==> src/rtl/mem_access_ctrl.sv <==
// Load/store access controller: arbitrates a CPU and a DMA port onto one data
// memory, placing store lanes and extracting/extending load data.
module mem_access_ctrl #(
  parameter bit RR_EN = 1'b1
) (
  input  logic        clk,
  input  logic        rst_n,

  input  logic        cpu_req,
  input  logic        cpu_we,
  input  logic [1:0]  cpu_size,
  input  logic        cpu_sext,
  input  logic [31:0] cpu_addr,
  input  logic [31:0] cpu_wdata,
  output logic        cpu_ack,
  output logic        cpu_err,
  output logic [31:0] cpu_rdata,

  input  logic        dma_req,
  input  logic        dma_we,
  input  logic [1:0]  dma_size,
  input  logic        dma_sext,
  input  logic [31:0] dma_addr,
  input  logic [31:0] dma_wdata,
  output logic        dma_ack,
  output logic        dma_err,
  output logic [31:0] dma_rdata,

  output logic [31:0] mem_addr,
  output logic [31:0] mem_wdata,
  output logic [3:0]  mem_wren,
  input  logic [31:0] mem_rdata
);

  typedef enum logic [1:0] {
    ST_IDLE   = 2'd0,
    ST_ACCESS = 2'd1,
    ST_RESP   = 2'd2
  } state_e;

  localparam logic [1:0] SZ_BYTE = 2'b00;
  localparam logic [1:0] SZ_HALF = 2'b01;
  localparam logic [1:0] SZ_WORD = 2'b10;

  // Only the fields still needed after the grant; the word address and the
  // placed store data live directly in the mem_* output flops.
  typedef struct packed {
    logic       we;
    logic [1:0] size;
    logic       sext;
    logic [1:0] offs;
  } xact_t;

  function automatic logic access_err(input logic [1:0] size, input logic [1:0] offs);
    case (size)
      SZ_BYTE: access_err = 1'b0;
      SZ_HALF: access_err = offs[0];
      SZ_WORD: access_err = (offs != 2'b00);
      default: access_err = 1'b1;
    endcase
  endfunction

  function automatic logic [3:0] store_lanes(input logic [1:0] size, input logic [1:0] offs);
    case (size)
      SZ_BYTE: store_lanes = 4'b0001 << offs;
      SZ_HALF: store_lanes = offs[1] ? 4'b1100 : 4'b0011;
      SZ_WORD: store_lanes = 4'b1111;
      default: store_lanes = 4'b0000;
    endcase
  endfunction

  function automatic logic [31:0] store_data(input logic [1:0] size, input logic [31:0] wdata);
    case (size)
      SZ_BYTE: store_data = {4{wdata[7:0]}};
      SZ_HALF: store_data = {2{wdata[15:0]}};
      default: store_data = wdata;
    endcase
  endfunction

  function automatic logic [31:0] load_extract(input logic [1:0]  size,
                                               input logic [1:0]  offs,
                                               input logic        sext,
                                               input logic [31:0] rd);
    logic [7:0]  b;
    logic [15:0] h;
    b = rd[{offs, 3'b000} +: 8];
    h = offs[1] ? rd[31:16] : rd[15:0];
    case (size)
      SZ_BYTE: load_extract = {{24{sext & b[7]}}, b};
      SZ_HALF: load_extract = {{16{sext & h[15]}}, h};
      default: load_extract = rd;
    endcase
  endfunction

  state_e      state_q,     state_d;
  xact_t       xact_q,      xact_d;
  logic        gnt_dma_q,   gnt_dma_d;
  logic        last_dma_q,  last_dma_d;
  logic [31:0] mem_addr_q,  mem_addr_d;
  logic [31:0] mem_wdata_q, mem_wdata_d;
  logic [3:0]  mem_wren_q,  mem_wren_d;
  logic        cpu_ack_q,   cpu_ack_d;
  logic        cpu_err_q,   cpu_err_d;
  logic [31:0] cpu_rdata_q, cpu_rdata_d;
  logic        dma_ack_q,   dma_ack_d;
  logic        dma_err_q,   dma_err_d;
  logic [31:0] dma_rdata_q, dma_rdata_d;

  logic        pick_dma;
  logic        sel_we;
  logic [1:0]  sel_size;
  logic        sel_sext;
  logic [31:0] sel_addr;
  logic [31:0] sel_wdata;
  logic        rsp_err;
  logic [31:0] rsp_rdata;

  // NOTE: every variable assigned here gets a default first so that no path
  // leaves it unassigned; otherwise synthesis infers a latch.
  always_comb begin
    state_d     = state_q;
    xact_d      = xact_q;
    gnt_dma_d   = gnt_dma_q;
    last_dma_d  = last_dma_q;
    mem_addr_d  = mem_addr_q;
    mem_wdata_d = mem_wdata_q;
    mem_wren_d  = 4'b0000;
    cpu_ack_d   = 1'b0;
    cpu_err_d   = cpu_err_q;
    cpu_rdata_d = cpu_rdata_q;
    dma_ack_d   = 1'b0;
    dma_err_d   = dma_err_q;
    dma_rdata_d = dma_rdata_q;

    // With round-robin the DMA wins a conflict only if the CPU won the last grant.
    pick_dma  = dma_req && (!cpu_req || (RR_EN && !last_dma_q));
    sel_we    = pick_dma ? dma_we    : cpu_we;
    sel_size  = pick_dma ? dma_size  : cpu_size;
    sel_sext  = pick_dma ? dma_sext  : cpu_sext;
    sel_addr  = pick_dma ? dma_addr  : cpu_addr;
    sel_wdata = pick_dma ? dma_wdata : cpu_wdata;

    rsp_err   = access_err(xact_q.size, xact_q.offs);
    rsp_rdata = (rsp_err || xact_q.we) ? 32'h0
              : load_extract(xact_q.size, xact_q.offs, xact_q.sext, mem_rdata);

    case (state_q)
      ST_IDLE: begin
        if (cpu_req || dma_req) begin
          state_d     = ST_ACCESS;
          gnt_dma_d   = pick_dma;
          last_dma_d  = pick_dma;
          xact_d      = '{we: sel_we, size: sel_size, sext: sel_sext, offs: sel_addr[1:0]};
          mem_addr_d  = {sel_addr[31:2], 2'b00};
          mem_wdata_d = store_data(sel_size, sel_wdata);
          mem_wren_d  = (sel_we && !access_err(sel_size, sel_addr[1:0]))
                      ? store_lanes(sel_size, sel_addr[1:0]) : 4'b0000;
        end
      end
      ST_ACCESS: begin
        state_d = ST_RESP;
        if (gnt_dma_q) begin
          dma_ack_d   = 1'b1;
          dma_err_d   = rsp_err;
          dma_rdata_d = rsp_rdata;
        end else begin
          cpu_ack_d   = 1'b1;
          cpu_err_d   = rsp_err;
          cpu_rdata_d = rsp_rdata;
        end
      end
      ST_RESP: state_d = ST_IDLE;
      default: state_d = ST_IDLE;
    endcase
  end

  // NOTE: state is updated with non-blocking assignments only, so every flop
  // samples the pre-edge values regardless of statement order.
  always_ff @(posedge clk or negedge rst_n) begin
    if (!rst_n) begin
      state_q     <= ST_IDLE;
      xact_q      <= '0;
      gnt_dma_q   <= 1'b0;
      last_dma_q  <= 1'b1;
      mem_addr_q  <= 32'h0;
      mem_wdata_q <= 32'h0;
      mem_wren_q  <= 4'b0000;
      cpu_ack_q   <= 1'b0;
      cpu_err_q   <= 1'b0;
      cpu_rdata_q <= 32'h0;
      dma_ack_q   <= 1'b0;
      dma_err_q   <= 1'b0;
      dma_rdata_q <= 32'h0;
    end else begin
      state_q     <= state_d;
      xact_q      <= xact_d;
      gnt_dma_q   <= gnt_dma_d;
      last_dma_q  <= last_dma_d;
      mem_addr_q  <= mem_addr_d;
      mem_wdata_q <= mem_wdata_d;
      mem_wren_q  <= mem_wren_d;
      cpu_ack_q   <= cpu_ack_d;
      cpu_err_q   <= cpu_err_d;
      cpu_rdata_q <= cpu_rdata_d;
      dma_ack_q   <= dma_ack_d;
      dma_err_q   <= dma_err_d;
      dma_rdata_q <= dma_rdata_d;
    end
  end

  assign cpu_ack   = cpu_ack_q;
  assign cpu_err   = cpu_err_q;
  assign cpu_rdata = cpu_rdata_q;
  assign dma_ack   = dma_ack_q;
  assign dma_err   = dma_err_q;
  assign dma_rdata = dma_rdata_q;
  assign mem_addr  = mem_addr_q;
  assign mem_wdata = mem_wdata_q;
  assign mem_wren  = mem_wren_q;

endmodule

==> config.mk <==
export PLATFORM = sky130hd
export DESIGN_NAME = mem_access_ctrl
export DESIGN_NICKNAME = d
export VERILOG_FILES = /design/src/rtl/mem_access_ctrl.sv
export SDC_FILE = /design/constraint.sdc
export NUM_CORES = 1
export LEC_CHECK = 0
export CORE_MARGIN = 8
export CORE_UTILIZATION = 45
export CTS_BUF_LIST = sky130_fd_sc_hd__clkbuf_8
export DETAILED_ROUTE_END_ITERATION = 16
export PLACE_DENSITY = 0.95
export SKIP_CTS_REPAIR_TIMING = 1
export SLEW_MARGIN = 15
export SYNTH_ARGS = -nofsm -noshare
export SYNTH_HDL_FRONTEND = slang
export SYNTH_SLANG_ARGS = --single-unit
==> constraint.sdc <==
create_clock -name clk -period 1.99 [get_ports clk]
set_input_delay 0.2985 -clock clk [delete_from_list [all_inputs] [get_ports clk]]
set_output_delay 0.2985 -clock clk [all_outputs]
set_load 0.02 [all_outputs]
==> key figures <==
Drt
  • Vias per cell: 5.62
  • DRT iter0 DRCs: 677
  • Vias: 7632
  • Post-Route WL: 28300 um
  • DRC viols: 0
  • TritonRoute pass-1 iters: 5
  • Wire per inst: 20.8 um
  • Final ANT Viol Nets: 0

Clock network
  • Number of CTS-inserted buffers: 17
  • Clock tree from TritonCTS: yes
  • H-tree levels: 4
  • Worst-Skew Late Latency: 0.46 ns
  • Clock Tree Root: clkbuf_8
  • Clock buffer depth: 2
  • Clock sink count: 144
  • Worst-path clk slew: 0.08 ns

Placed design
  • GPL Wtd Cong: 0.946
  • DP Wirelength: 22200 um
  • DP Worst Slack: -0.0340 ns
  • Port bufs: 305

Global routing
  • Largest net degree at the start of global routing: 54
  • Initial antenna violation count: 1
  • Gr ovfl total: 0
  • Global-route wire length before repair: 43000 um
  • GRT Total Usage: 0.271
  • Vias in the first global route: 8063

Synthesis
  • Yosys top cell area share: 0.484
  • Post-synth ARST share: 1.00
  • Synth Cell Area: 7390 um^2
  • Sequential share of the synthesized area: 0.488
  • Synthesized flop and latch total: 144
  • Top_reg_cell synth: dfrtp_1
  • EDFF count, synth: 0
  • Mapped Avg Cell Area: 8.97 um^2
  • Synth unique cells: 53
  • Synth area leaders: dfrtp_1, nand2_1, mux2i_1
  • Yosys top cell by area: dfrtp_1
  • Post-Syn Instances: 824
  • Yosys warnings: 0

Critical path
  • Crit path kind: register to register
  • Max FO, Critical Path: 12
  • Worst setup EP type: register
  • Worst setup path start: xact_q[1]$_DFFE_PN0P_
  • Startpoint types: register
  • Crit Reg-Reg Startpoint: xact_q[1]$_DFFE_PN0P_
  • Worst Path Arrival: 2.23 ns
  • CP required: 2.33 ns

STA
  • Final-report setup violation count: 0
  • Worst-Margin Slew: 0.629 ns
  • Final worst-path cycle share: 0.951
  • RSZ-0062 raised after global routing: false
  • Setup TNS: 0 ns
  • Worst Skew: 0.0156 ns
  • Final Hold Viols: 0
  • Slew Viols, Final: 0
  • Worst hold margin: 0.386 ns
  • Max Freq: 0.528 GHz
  • Slew Limit Headroom: 0.581
  • Worst setup margin: 0.0978 ns
  • Period minus WS final: 1.89 ns

Status
  • Outcome: complete, no violations

Floorplanning
  • Row count: 47
  • I/O pins: 308
  • Die ar.: 20800 um^2
  • Core region area: 16300 um^2
  • Die width: 144 um
  • Die height: 144 um
  • Initial Util: 0.454

Layout
  • Final #Nets: 1298
  • # fillers: 1219
  • Commonest non-fill, non-tap cell in the layout: clkdlybuf4s50_1
  • Area growth syn-to-layout: 53.0%
  • Share of post-route cells with drive strength above 1: 0.108
  • Commonest cells after routing, fill and taps aside: clkdlybuf4s50_1, nand2_1, dfrtp_1

Job
  • Max Cap Viol: 0

Pwr
  • VDD IR max: 0.924 mV
  • Leakage: 4.85 nW
  • Pwr per Cell Area: 1510 nW/um^2

Min path
  • Hold WC Path Type: input pin to asynchronous set/reset pin
==> area by class of cell <==
type / count / area [um^2] / share of cell area
multi-input combinational: 613 / 3480 / 0.308
clock inverter: 12 / 206 / 0.0183
clock buffer: 18 / 248 / 0.0219
inverter: 5 / 18.8 / 0.00166
tap: 220 / 275 / 0.0243
timing repair buffer: 345 / 3470 / 0.307
antenna: 1 / 2.50 / 0.000221
sequential: 144 / 3600 / 0.319
==> stage by stage <==
| stage | std cells | total power, W | instance area [um^2] | utilization |
|---|---|---|---|---|
| after detailed placement | 1326 | 0.0145 | 10800 | 0.665 |
| after CTS | 1356 | 0.0172 | 11300 | 0.693 |
| final | 1358 | 0.0171 | 11300 | 0.694 |
| after global placement | 1326 | 0.0141 | 10800 | 0.665 |
| after floorplan | 825 | 0.00998 | 7390 | - |
| after global routing | 1357 | 0.0181 | 11300 | 0.694 |
==> where the power goes <==
part	switching, W	leakage [nW]	internal (W)
Sequential	0.000943	1.80	0.00426
Combinational	0.00520	2.82	0.00400
Clock	0.00117	0.226	0.00153
==> cell families (layout without fill, tap and decap cells) <==
group	after synthesis	in the layout	share of synthesized area
AND/OR/NAND/NOR	326	326	0.181
other	1	3	0.000508
flip-flops	144	144	0.488
multiplexers	72	72	0.100
buffers and inverters	68	380	0.0449
AO/OA/AOI/OAI	210	210	0.182
XOR/XNOR	3	3	0.00356
==> worst max-delay path: stages (launching register included) <==
cell and delay [ns]:
dfrtp_1 0.59, mux2i_1 0.46, o221ai_1 0.23, buf_4 0.22
a31oi_1 0.21, o21ai_1 0.08
==> registers in the layout, indices dropped and copies added, names as in the netlist <==
register	count
cpu_rdata	32
cpu_ack	1
mem_wdata	32
last_dma_q	1
gnt_dma_q	1
dma_ack	1
mem_wren	4
dma_err	1
state_q	2
cpu_err	1
mem_addr	30
dma_rdata	32
xact_q	6
==> per-layer routing <==
metal | share of wire | vias to the layer above | wire length (um) | GRT usage
met2 | 0.51 | 443 | 14400 | 0.476
li1 | - | 3459 | - | -
met3 | 0.10 | 80 | 2900 | 0.0881
met4 | 0.043 | 2 | 1230 | 0.151
met5 | 0.00039 | - | 11 | 0
met1 | 0.34 | 3648 | 9750 | 0.282
==> worst paths after layout <==
path                                             endpoint  slack (ns)  cells past startpoint
worst max-delay path             cpu_rdata[9]$_DFFE_PN0P_         0.1                      5
worst min-delay path            dma_rdata[14]$_DFFE_PN0P_        0.39                      2
worst max register to register   cpu_rdata[9]$_DFFE_PN0P_         0.1                      5
worst min register to register     state_q[1]$_DFFE_PN0P_        0.45                      1
max in group asynchronous          last_dma_q$_DFFE_PN1P_        0.87                      3
min in group clk                 mem_addr[15]$_DFFE_PN0P_        0.40                      3
==> Yosys cell counts (all sizes together), types with 9 or more instances <==
cell	number
a31oi	56
buf	34
clkbuf	29
dfrtp	143
mux2	17
mux2i	55
nand2	216
nand2b	10
nor2	71
o21ai	121
o221ai	9
Note: power is estimated with default switching activity, not from simulation.
